`config.mk`:
```
export PLATFORM = sky130hd
export DESIGN_NAME = i2c_txn_arbiter_flat
export DESIGN_NICKNAME = d
export VERILOG_FILES = /design/src/rtl/i2c_arb_pkg.sv /design/src/rtl/i2c_txn_arbiter_if.sv /design/src/rtl/rr_arbiter.sv /design/src/rtl/i2c_txn_arbiter.sv /design/src/flat_wrapper.sv
export SDC_FILE = /design/constraint.sdc
export NUM_CORES = 1
export LEC_CHECK = 0
export CELL_PAD_IN_SITES_DETAIL_PLACEMENT = 2
export CELL_PAD_IN_SITES_GLOBAL_PLACEMENT = 2
export CORE_MARGIN = 8
export CORE_UTILIZATION = 27
export DETAILED_ROUTE_END_ITERATION = 16
export GPL_ROUTABILITY_DRIVEN = 1
export GPL_TIMING_DRIVEN = 0
export PLACE_DENSITY = 0.9
export SYNTH_ARGS = -nofsm -noshare
export SYNTH_HDL_FRONTEND = slang
export SYNTH_SLANG_ARGS = --single-unit
```
`constraint.sdc`:
```
create_clock -name clk -period 3.4 [get_ports clk]
set_input_delay 0.68 -clock clk [delete_from_list [all_inputs] [get_ports clk]]
set_output_delay 0.68 -clock clk [all_outputs]
set_load 0.1 [all_outputs]
```
`src/rtl/i2c_arb_pkg.sv`:
```
// Shared encodings for the I2C transaction arbiter: engine command opcodes,
// sequencer states and the response-timeout counter width.
package i2c_arb_pkg;

   localparam int unsigned TO_W  = 10;
   localparam int unsigned CMD_W = 3;

   typedef enum logic [CMD_W-1:0] {
      CMD_START     = 3'd0,
      CMD_RESTART   = 3'd1,
      CMD_WRITE     = 3'd2,
      CMD_READ_NACK = 3'd3,
      CMD_STOP      = 3'd4
   } cmd_op_e;

   typedef enum logic [3:0] {
      IDLE,
      S_START,
      DEVW,
      REGA,
      WDATA,
      RSTART,
      DEVR,
      RDATA,
      STOP,
      DONE
   } state_e;

endpackage

```
`src/rtl/i2c_txn_arbiter_if.sv`:
```
// Command/response link between the transaction arbiter and the I2C byte engine.
interface i2c_txn_arbiter_if;
   import i2c_arb_pkg::*;

   logic             cmd_valid;
   logic             cmd_ready;
   logic [CMD_W-1:0] cmd_op;
   logic [7:0]       cmd_data;
   logic             rsp_valid;
   logic [7:0]       rsp_data;
   logic             rsp_nack;

   modport master (
      output cmd_valid, cmd_op, cmd_data,
      input  cmd_ready, rsp_valid, rsp_data, rsp_nack
   );

   modport slave (
      input  cmd_valid, cmd_op, cmd_data,
      output cmd_ready, rsp_valid, rsp_data, rsp_nack
   );

endinterface

```
`src/rtl/rr_arbiter.sv`:
```
// Combinational round-robin pick: first requester at or after ptr, wrapping.
module rr_arbiter #(
   parameter int unsigned NREQ = 4,
   parameter int unsigned IW   = 2
) (
   input  logic [NREQ-1:0] req,
   input  logic [IW-1:0]   ptr,
   output logic [NREQ-1:0] win_onehot,
   output logic [IW-1:0]   win_idx,
   output logic            win_valid
);

   logic [IW-1:0] cand;

   // Scan NREQ positions starting at ptr; the first set bit wins
   always_comb begin
      win_onehot = '0;
      win_idx    = '0;
      win_valid  = 1'b0;
      cand       = '0;
      for (int unsigned off = 0; off < NREQ; off++) begin
         cand = IW'((32'(ptr) + off) % NREQ);
         if (!win_valid && req[cand]) begin
            win_valid        = 1'b1;
            win_idx          = cand;
            win_onehot[cand] = 1'b1;
         end
      end
   end

endmodule

```
`src/rtl/i2c_txn_arbiter.sv`:
```
// Round-robin sharing of one I2C byte engine between NREQ register-access
// clients; each grant is sequenced into START/address/data/STOP commands.
module i2c_txn_arbiter
   import i2c_arb_pkg::*;
#(
   parameter int unsigned NREQ    = 4,
   parameter int unsigned TIMEOUT = 1023
) (
   input  logic              clk,
   input  logic              reset,
   input  logic [NREQ-1:0]   req,
   input  logic [NREQ-1:0]   req_rnw,
   input  logic [7*NREQ-1:0] req_dev,
   input  logic [8*NREQ-1:0] req_reg,
   input  logic [8*NREQ-1:0] req_wdata,
   output logic [NREQ-1:0]   gnt,
   output logic [NREQ-1:0]   done,
   output logic [7:0]        rdata,
   output logic              nack,
   output logic              timeout_err,
   output logic              busy,
   i2c_txn_arbiter_if.master eng
);

   localparam int unsigned IW = (NREQ > 1) ? $clog2(NREQ) : 1;

   state_e            state_q, state_d;
   logic              wait_q, wait_d;
   logic [TO_W-1:0]   cnt_q, cnt_d;
   logic [IW-1:0]     ptr_q, ptr_d;
   logic [NREQ-1:0]   gnt_q, gnt_d;
   logic              rnw_q, rnw_d;
   logic [6:0]        dev_q, dev_d;
   logic [7:0]        rega_q, rega_d;
   logic [7:0]        wdata_q, wdata_d;
   logic [7:0]        rdata_q, rdata_d;
   logic              nack_q, nack_d;
   logic              tout_q, tout_d;

   logic [NREQ-1:0]   win_onehot;
   logic [IW-1:0]     win_idx;
   logic              win_valid;

   logic              sel_rnw;
   logic [6:0]        sel_dev;
   logic [7:0]        sel_reg;
   logic [7:0]        sel_wdata;

   cmd_op_e           op_c;
   logic [7:0]        data_c;
   state_e            nxt_ok;
   logic              is_write;
   logic              cmd_active;

   rr_arbiter #(
      .NREQ (NREQ),
      .IW   (IW)
   ) u_rr (
      .req        (req),
      .ptr        (ptr_q),
      .win_onehot (win_onehot),
      .win_idx    (win_idx),
      .win_valid  (win_valid)
   );

   // Mux the winning requester's transaction fields for latching at grant
   always_comb begin
      sel_rnw   = 1'b0;
      sel_dev   = '0;
      sel_reg   = '0;
      sel_wdata = '0;
      for (int unsigned i = 0; i < NREQ; i++) begin
         if (win_onehot[i]) begin
            sel_rnw   = req_rnw[i];
            sel_dev   = req_dev[7*i +: 7];
            sel_reg   = req_reg[8*i +: 8];
            sel_wdata = req_wdata[8*i +: 8];
         end
      end
   end

   // Per-state engine command and the successor on an error-free response
   always_comb begin
      op_c   = CMD_START;
      data_c = '0;
      nxt_ok = state_q;
      case (state_q)
         S_START: begin op_c = CMD_START;     nxt_ok = DEVW;  end
         DEVW:    begin op_c = CMD_WRITE;     data_c = {dev_q, 1'b0}; nxt_ok = REGA; end
         REGA:    begin op_c = CMD_WRITE;     data_c = rega_q; nxt_ok = rnw_q ? RSTART : WDATA; end
         WDATA:   begin op_c = CMD_WRITE;     data_c = wdata_q; nxt_ok = STOP; end
         RSTART:  begin op_c = CMD_RESTART;   nxt_ok = DEVR;  end
         DEVR:    begin op_c = CMD_WRITE;     data_c = {dev_q, 1'b1}; nxt_ok = RDATA; end
         RDATA:   begin op_c = CMD_READ_NACK; nxt_ok = STOP;  end
         STOP:    begin op_c = CMD_STOP;      nxt_ok = DONE;  end
         default: begin op_c = CMD_START;     nxt_ok = state_q; end
      endcase
   end

   assign is_write   = (op_c == CMD_WRITE);
   assign cmd_active = (state_q != IDLE) && (state_q != DONE);

   // Each command state has an issue phase (wait_q=0) and a response wait
   // phase (wait_q=1); the timeout counter only runs in the wait phase.
   always_comb begin
      state_d = state_q;
      wait_d  = wait_q;
      cnt_d   = cnt_q;
      ptr_d   = ptr_q;
      gnt_d   = gnt_q;
      rnw_d   = rnw_q;
      dev_d   = dev_q;
      rega_d  = rega_q;
      wdata_d = wdata_q;
      rdata_d = rdata_q;
      nack_d  = nack_q;
      tout_d  = tout_q;
      case (state_q)
         IDLE: begin
            if (win_valid) begin
               state_d = S_START;
               wait_d  = 1'b0;
               gnt_d   = win_onehot;
               ptr_d   = (win_idx == IW'(NREQ - 1)) ? '0 : win_idx + 1'b1;
               rnw_d   = sel_rnw;
               dev_d   = sel_dev;
               rega_d  = sel_reg;
               wdata_d = sel_wdata;
               rdata_d = '0;
               nack_d  = 1'b0;
               tout_d  = 1'b0;
            end
         end
         DONE: begin
            state_d = IDLE;
            gnt_d   = '0;
         end
         default: begin
            if (!wait_q) begin
               if (eng.cmd_ready) begin
                  wait_d = 1'b1;
                  cnt_d  = '0;
               end
            end else if (eng.rsp_valid) begin
               wait_d = 1'b0;
               if (is_write && eng.rsp_nack) begin
                  nack_d  = 1'b1;
                  state_d = STOP;
               end else begin
                  state_d = nxt_ok;
               end
               if (state_q == RDATA) rdata_d = eng.rsp_data;
            end else if (cnt_q == TO_W'(TIMEOUT)) begin
               wait_d  = 1'b0;
               tout_d  = 1'b1;
               state_d = (state_q == STOP) ? DONE : STOP;
            end else begin
               cnt_d = cnt_q + 1'b1;
            end
         end
      endcase
   end

   // State and datapath registers; reset aborts any transaction in flight
   always_ff @(posedge clk or posedge reset) begin
      if (reset) begin
         state_q <= IDLE;
         wait_q  <= 1'b0;
         cnt_q   <= '0;
         ptr_q   <= '0;
         gnt_q   <= '0;
         rnw_q   <= 1'b0;
         dev_q   <= '0;
         rega_q  <= '0;
         wdata_q <= '0;
         rdata_q <= '0;
         nack_q  <= 1'b0;
         tout_q  <= 1'b0;
      end else begin
         state_q <= state_d;
         wait_q  <= wait_d;
         cnt_q   <= cnt_d;
         ptr_q   <= ptr_d;
         gnt_q   <= gnt_d;
         rnw_q   <= rnw_d;
         dev_q   <= dev_d;
         rega_q  <= rega_d;
         wdata_q <= wdata_d;
         rdata_q <= rdata_d;
         nack_q  <= nack_d;
         tout_q  <= tout_d;
      end
   end

   assign eng.cmd_valid = cmd_active && !wait_q;
   assign eng.cmd_op    = op_c;
   assign eng.cmd_data  = data_c;

   assign gnt         = gnt_q;
   assign done        = (state_q == DONE) ? gnt_q : '0;
   assign busy        = (state_q != IDLE);
   assign rdata       = rdata_q;
   assign nack        = nack_q;
   assign timeout_err = tout_q;

endmodule

```
`src/flat_wrapper.sv`:
```
// flat-port wrapper written by rule: the top's interface ports become plain ports
module i2c_txn_arbiter_flat import i2c_arb_pkg::*;
#(
   parameter int unsigned NREQ    = 4,
   parameter int unsigned TIMEOUT = 1023
)
  (clk, reset, req, req_rnw, req_dev, req_reg, req_wdata, gnt, done, rdata, nack, timeout_err, busy, eng_cmd_valid, eng_cmd_op, eng_cmd_data, eng_cmd_ready, eng_rsp_valid, eng_rsp_data, eng_rsp_nack);
  i2c_txn_arbiter_if eng_i ();
  input  logic clk;
  input  logic reset;
  input  logic [NREQ-1:0] req;
  input  logic [NREQ-1:0] req_rnw;
  input  logic [7*NREQ-1:0] req_dev;
  input  logic [8*NREQ-1:0] req_reg;
  input  logic [8*NREQ-1:0] req_wdata;
  output logic [NREQ-1:0] gnt;
  output logic [NREQ-1:0] done;
  output logic [7:0] rdata;
  output logic nack;
  output logic timeout_err;
  output logic busy;
  output wire logic [$bits(eng_i.cmd_valid)-1:0] eng_cmd_valid;
  output wire logic [$bits(eng_i.cmd_op)-1:0] eng_cmd_op;
  output wire logic [$bits(eng_i.cmd_data)-1:0] eng_cmd_data;
  input wire logic [$bits(eng_i.cmd_ready)-1:0] eng_cmd_ready;
  input wire logic [$bits(eng_i.rsp_valid)-1:0] eng_rsp_valid;
  input wire logic [$bits(eng_i.rsp_data)-1:0] eng_rsp_data;
  input wire logic [$bits(eng_i.rsp_nack)-1:0] eng_rsp_nack;
  assign eng_cmd_valid = eng_i.cmd_valid;
  assign eng_cmd_op = eng_i.cmd_op;
  assign eng_cmd_data = eng_i.cmd_data;
  assign eng_i.cmd_ready = eng_cmd_ready;
  assign eng_i.rsp_valid = eng_rsp_valid;
  assign eng_i.rsp_data = eng_rsp_data;
  assign eng_i.rsp_nack = eng_rsp_nack;
  i2c_txn_arbiter #(.NREQ(NREQ), .TIMEOUT(TIMEOUT)) u_core (.clk(clk), .reset(reset), .req(req), .req_rnw(req_rnw), .req_dev(req_dev), .req_reg(req_reg), .req_wdata(req_wdata), .gnt(gnt), .done(done), .rdata(rdata), .nack(nack), .timeout_err(timeout_err), .busy(busy), .eng(eng_i));
endmodule
```
==> results.md <==
- The run finished with clean final reports.
- STA classifies the critical path endpoint as a primary output.
- The tightest slew margin relative to the limit is between 20% and 30%.
- The register-to-register path setup slack is 0.09 ns.
- Counting flops and latches in the post-synthesis netlist gives 55.
- The critical setup path kind is flop to primary output.
- The number of global-route vias before repair came to 6141.
- Static timing analysis puts the maximum clock frequency at approximately 290 MHz.
- The worst hold path was traced through 2 stages.
- The startpoint of the worst register-to-register path is u_core.ptr_q[1]$_DFFE_PP0P_.
- Data on the critical path is required at its endpoint by ~2.7 ns.
- The half-perimeter wire length after detailed placement is between 15 and 20 mm.
- For this run, asynchronously set or reset flops after synthesis account for 100%.
- The count of buffers added on input and output ports is about 140.
- The beginning of the worst hold path is u_core.rdata[5]$_DFFE_PP0P_.
- TritonCTS built the clock tree.
- The synthesis-to-finish area growth is 43.5%.
- The number of antenna violations at the first check in global routing is 3.
- Entering global routing, the biggest net connects 40 pins.
- The initial core utilization is approximately 27%.
- The first-pass GRT wire length is about 35 mm.
- The die outline area is 21800 µm².
- The post-placement cell area is roughly 6400 µm².
- In the finished design, the share of the clock period the worst path needs comes to 99.9%.
- The tree is rooted in a sky130_fd_sc_hd__clkbuf_16.
- For this run, the leading register cell type out of synthesis is sky130_fd_sc_hd__dfrtp_1.
- In the final layout, the share of cells above drive strength 1 is 18.0%.
- The ratio of total power to cell area is slightly above 1000 nW/µm².
- In the routed design, unresolved DRC markers number 0.
- The count of warnings emitted by yosys is 0.
- Summed over all layers, the global routing overflow is 0.
- The worst hold path terminates at u_core.rdata[5]$_DFFE_PP0P_.
- The share of the Yosys chip area taken by registers is 29.3%.
- Using the TritonRoute via totals, the vias-per-cell ratio works out to 5.64.
- The synthesized area per cell is a little over 8 µm².
- The area share of the leading cell type in the synthesized netlist is between 20% and 30%.
- The busiest layer in global routing is met2.
- The DRC marker count from the first detailed-route iteration is between 300 and 400.
- For the worst-skew pair, the clock arrives at the later sink with an insertion delay of approximately 0.31 ns.
- The number of failing hold endpoints at the final stage was 0.
- The number of top-level design ports is 144.
- In the global route stage, met1 resource usage came out at about a quarter.
- The post-route antenna net violation count is 0.
- The die boundary height is 148 µm.
- The routing usage on met2 is 36.7%.
- The clock net in this run drives a total of 55 sinks.
- Dividing the detail-routed wire length by the instance count gives roughly 24 µm.
- The critical register-to-register path endpoint is u_core.wdata_q[4]$_DFFE_PP0P_.
- The worst-case clock buffer depth is 2.
- The worst hold margin is approximately 0.55 ns.
- The final worst clock skew is around 0.0076 ns.
- The startpoint class of the critical path is a flop.
- The via count of the routed design is between 5k and 6k.
- The min-delay analysis places its worst path in the category flop to flop.
- The number of setup violations in the final report is 0.
- Of all nets on the critical path, the largest fanout is 10.
- Synthesis handed over a netlist of between 500 and 600 instances.
- For this design the static power due to leakage is between 2 and 3 nW.
- The total non-filler cell area in the finished layout is 6730 µm².
- After synthesis the cells add up to 4690 µm².
- For this run, the post-layout net count is approximately 850.
- The number of nets in the synthesized netlist is 698.
- The die outline width is between 100 and 150 µm.
- For the pin with the worst max-slew slack, the measured transition is around 1.1 ns.
- Summed over all layers, the routed wires come to between 20 and 25 mm.
- Buffers inserted during clock tree synthesis total 5.
- The max-cap violation count is 0.
- The final number of max-transition violations is 0.
- Across the VDD grid, the largest voltage drop is slightly below 0.6 mV.
- By area the synthesized netlist is led by sky130_fd_sc_hd__dfrtp_1 (29%), sky130_fd_sc_hd__a2111oi_2 (6.1%), sky130_fd_sc_hd__o21ai_0 (5.3%).
- The number of core rows is 48.
- The area of the core is 17100 µm².
- The number of cells traversed by the worst register-to-register path is 11.
- Counting I/O delays and the setup requirement, the final critical path takes 3.40 ns.
- At the worst endpoint, the arrival time is 2.72 ns.
- After clock tree synthesis, the clock-pin slew on the worst setup and hold paths is approximately 0.08 ns.
- The largest total area in the synthesized netlist belongs to sky130_fd_sc_hd__dfrtp_1.
- For met3 alone, demand over resource in global routing was 3.49%.
- The filler cells instantiated in the layout total 1874.
- The netlist uses between 50 and 60 different library cells.
- Setup repair after global routing could not meet its margin everywhere.
- The routability-driven placement congestion ratio is roughly 0.84.
- Global routing used between 20% and 30% of the available tracks.
- Before antenna repair, the detailed router went through 5 iterations.
- The H-tree depth reported by CTS is 2.
- The number of flops mapped to enable cells by yosys is 0.
synth_stat cells (7+ instances only):
cell type / n
sky130_fd_sc_hd__a2111oi_0: 9
sky130_fd_sc_hd__buf_2: 10
sky130_fd_sc_hd__nor2_1: 48
sky130_fd_sc_hd__o21ba_2: 24
sky130_fd_sc_hd__inv_1: 66
sky130_fd_sc_hd__ha_1: 7
sky130_fd_sc_hd__xor2_1: 8
sky130_fd_sc_hd__dfrtp_1: 55
sky130_fd_sc_hd__clkbuf_1: 28
sky130_fd_sc_hd__a31oi_1: 25
sky130_fd_sc_hd__o21ai_0: 50
sky130_fd_sc_hd__a21oi_1: 37
sky130_fd_sc_hd__and2_1: 7
sky130_fd_sc_hd__buf_6: 8
sky130_fd_sc_hd__a2111oi_2: 19
sky130_fd_sc_hd__a2111oi_1: 20
sky130_fd_sc_hd__nor3_1: 32
sky130_fd_sc_hd__a222oi_1: 7
sky130_fd_sc_hd__nand3_1: 16
sky130_fd_sc_hd__nand2_1: 25
metrics by stage:
stage	total power, mW	util [%]	TNS (ns)	cells	worst slack [ns]
5_1_grt	7.27	39.3	-0.798	961	-0.150
3_3_place_gp	5.73	37.4	-6.10	946	-0.438
3_5_place_dp	6.01	37.6	-10.43	947	-0.486
6_report	6.91	39.3	0	961	0.00257
4_1_cts	6.66	38.8	0	955	0.00437
2_1_floorplan	4.56	-	0	578	0.174
state kept, by name, summed over array words and instances (netlist names), named ones only:
signal / count
u_core.rega_q: 8
u_core.ptr_q: 1
u_core.nack: 1
u_core.timeout_err: 1
u_core.cnt_q: 10
u_core.rnw_q: 1
u_core.wdata_q: 8
u_core.state_q: 4
u_core.wait_q: 1
u_core.rdata: 8
u_core.dev_q: 7
u_core.gnt: 4
layer usage:
| metal | vias to the layer above | wire [µm] |
|---|---|---|
| li1 | 2433 | - |
| met2 | 172 | 12300 |
| met4 | 0 | 805 |
| met1 | 2768 | 9060 |
| met5 | - | 0 |
| met3 | 51 | 1110 |
critical path, stage by stage, from the launching register on:
cell and delay [ns]:
sky130_fd_sc_hd__dfrtp_1 0.37, sky130_fd_sc_hd__clkbuf_1 0.22, sky130_fd_sc_hd__nor4_2 0.68, sky130_fd_sc_hd__inv_1 0.13, sky130_fd_sc_hd__clkbuf_1 0.31, sky130_fd_sc_hd__dlygate4sd2_1 0.69
repair_timing:
action | CTS | global route
hold buffers | 0 | 0
resized for setup | 49 | 30
buffers inserted | 0 | 3
gates cloned | 0 | 0
pin swaps | 0 | 1
setup endpoints to repair | 36 | 39
worst max-delay path by stage:
stage               slack [ns]                      endpoint                           from  cells after the start
floorplan                 0.17                 eng_cmd_op[2]  u_core.state_q[3]$_DFFE_PP0P_                      4
global placement         -0.44               eng_cmd_data[4]  u_core.state_q[1]$_DFFE_PP0P_                      6
detailed placement       -0.49               eng_cmd_data[7]  u_core.state_q[1]$_DFFE_PP0P_                      6
CTS                      0.004  u_core.rega_q[7]$_DFFE_PP0P_                           flop                     12
global route             -0.15                          busy  u_core.state_q[1]$_DFFE_PP0P_                      5
finish                   0.003                          busy  u_core.state_q[1]$_DFFE_PP0P_                      5
cells in the final DEF (no fill, tap or decap), types with 7 or more instances in the layout:
cell	count
sky130_fd_sc_hd__buf_2	9
sky130_fd_sc_hd__o21ba_2	24
sky130_fd_sc_hd__ha_1	7
sky130_fd_sc_hd__buf_6	8
sky130_fd_sc_hd__inv_1	65
sky130_fd_sc_hd__clkbuf_2	15
sky130_fd_sc_hd__nor3_1	29
sky130_fd_sc_hd__xor2_1	8
sky130_fd_sc_hd__clkdlybuf4s50_1	128
sky130_fd_sc_hd__nor2_1	48
sky130_fd_sc_hd__nand2_1	23
sky130_fd_sc_hd__dfrtp_1	54
sky130_fd_sc_hd__clkbuf_1	20
sky130_fd_sc_hd__a222oi_1	7
sky130_fd_sc_hd__o21ai_0	47
sky130_fd_sc_hd__a2111oi_0	8
sky130_fd_sc_hd__buf_4	7
sky130_fd_sc_hd__a2111oi_2	27
sky130_fd_sc_hd__a21oi_1	37
sky130_fd_sc_hd__a31oi_1	25
sky130_fd_sc_hd__and2_1	7
sky130_fd_sc_hd__nand3_1	16
sky130_fd_sc_hd__a2111oi_1	12
final cells by class:
| type | instances | area [µm²] | area share (%) |
|---|---|---|---|
| clock inverters | 2 | 16.3 | 0.242 |
| clock buffers | 6 | 139 | 2.06 |
| multi-input cells | 404 | 2910 | 43.3 |
| plain buffers | 53 | 298 | 4.42 |
| well taps | 225 | 282 | 4.18 |
| repair buffers | 147 | 1450 | 21.6 |
| inverters | 66 | 248 | 3.68 |
| diodes | 3 | 7.51 | 0.112 |
| flip-flops and latches | 55 | 1380 | 20.5 |
cell families (layout without fill, tap and decap cells):
logic type / count (synthesis) / in the layout / synth area share (%)
AO/OA/AOI/OAI: 210 / 210 / 34.6
XOR/XNOR: 9 / 9 / 1.68
adder cells (fa/ha/maj): 7 / 7 / 1.87
buffers and inverters: 119 / 274 / 11.4
flip-flops: 55 / 55 / 29.3
multiplexers: 8 / 8 / 2.83
other: 0 / 3 / 0
AND/OR/NAND/NOR: 170 / 170 / 18.2
where the power goes:
group          switching, mW  internal [mW]  total (mW)
logic                   3.53           1.70        5.23
registers              0.199          0.912        1.11
clock network          0.270          0.296       0.566
total                   4.00           2.91        6.91
No activity file was read; power rests on OpenSTA's default activity.
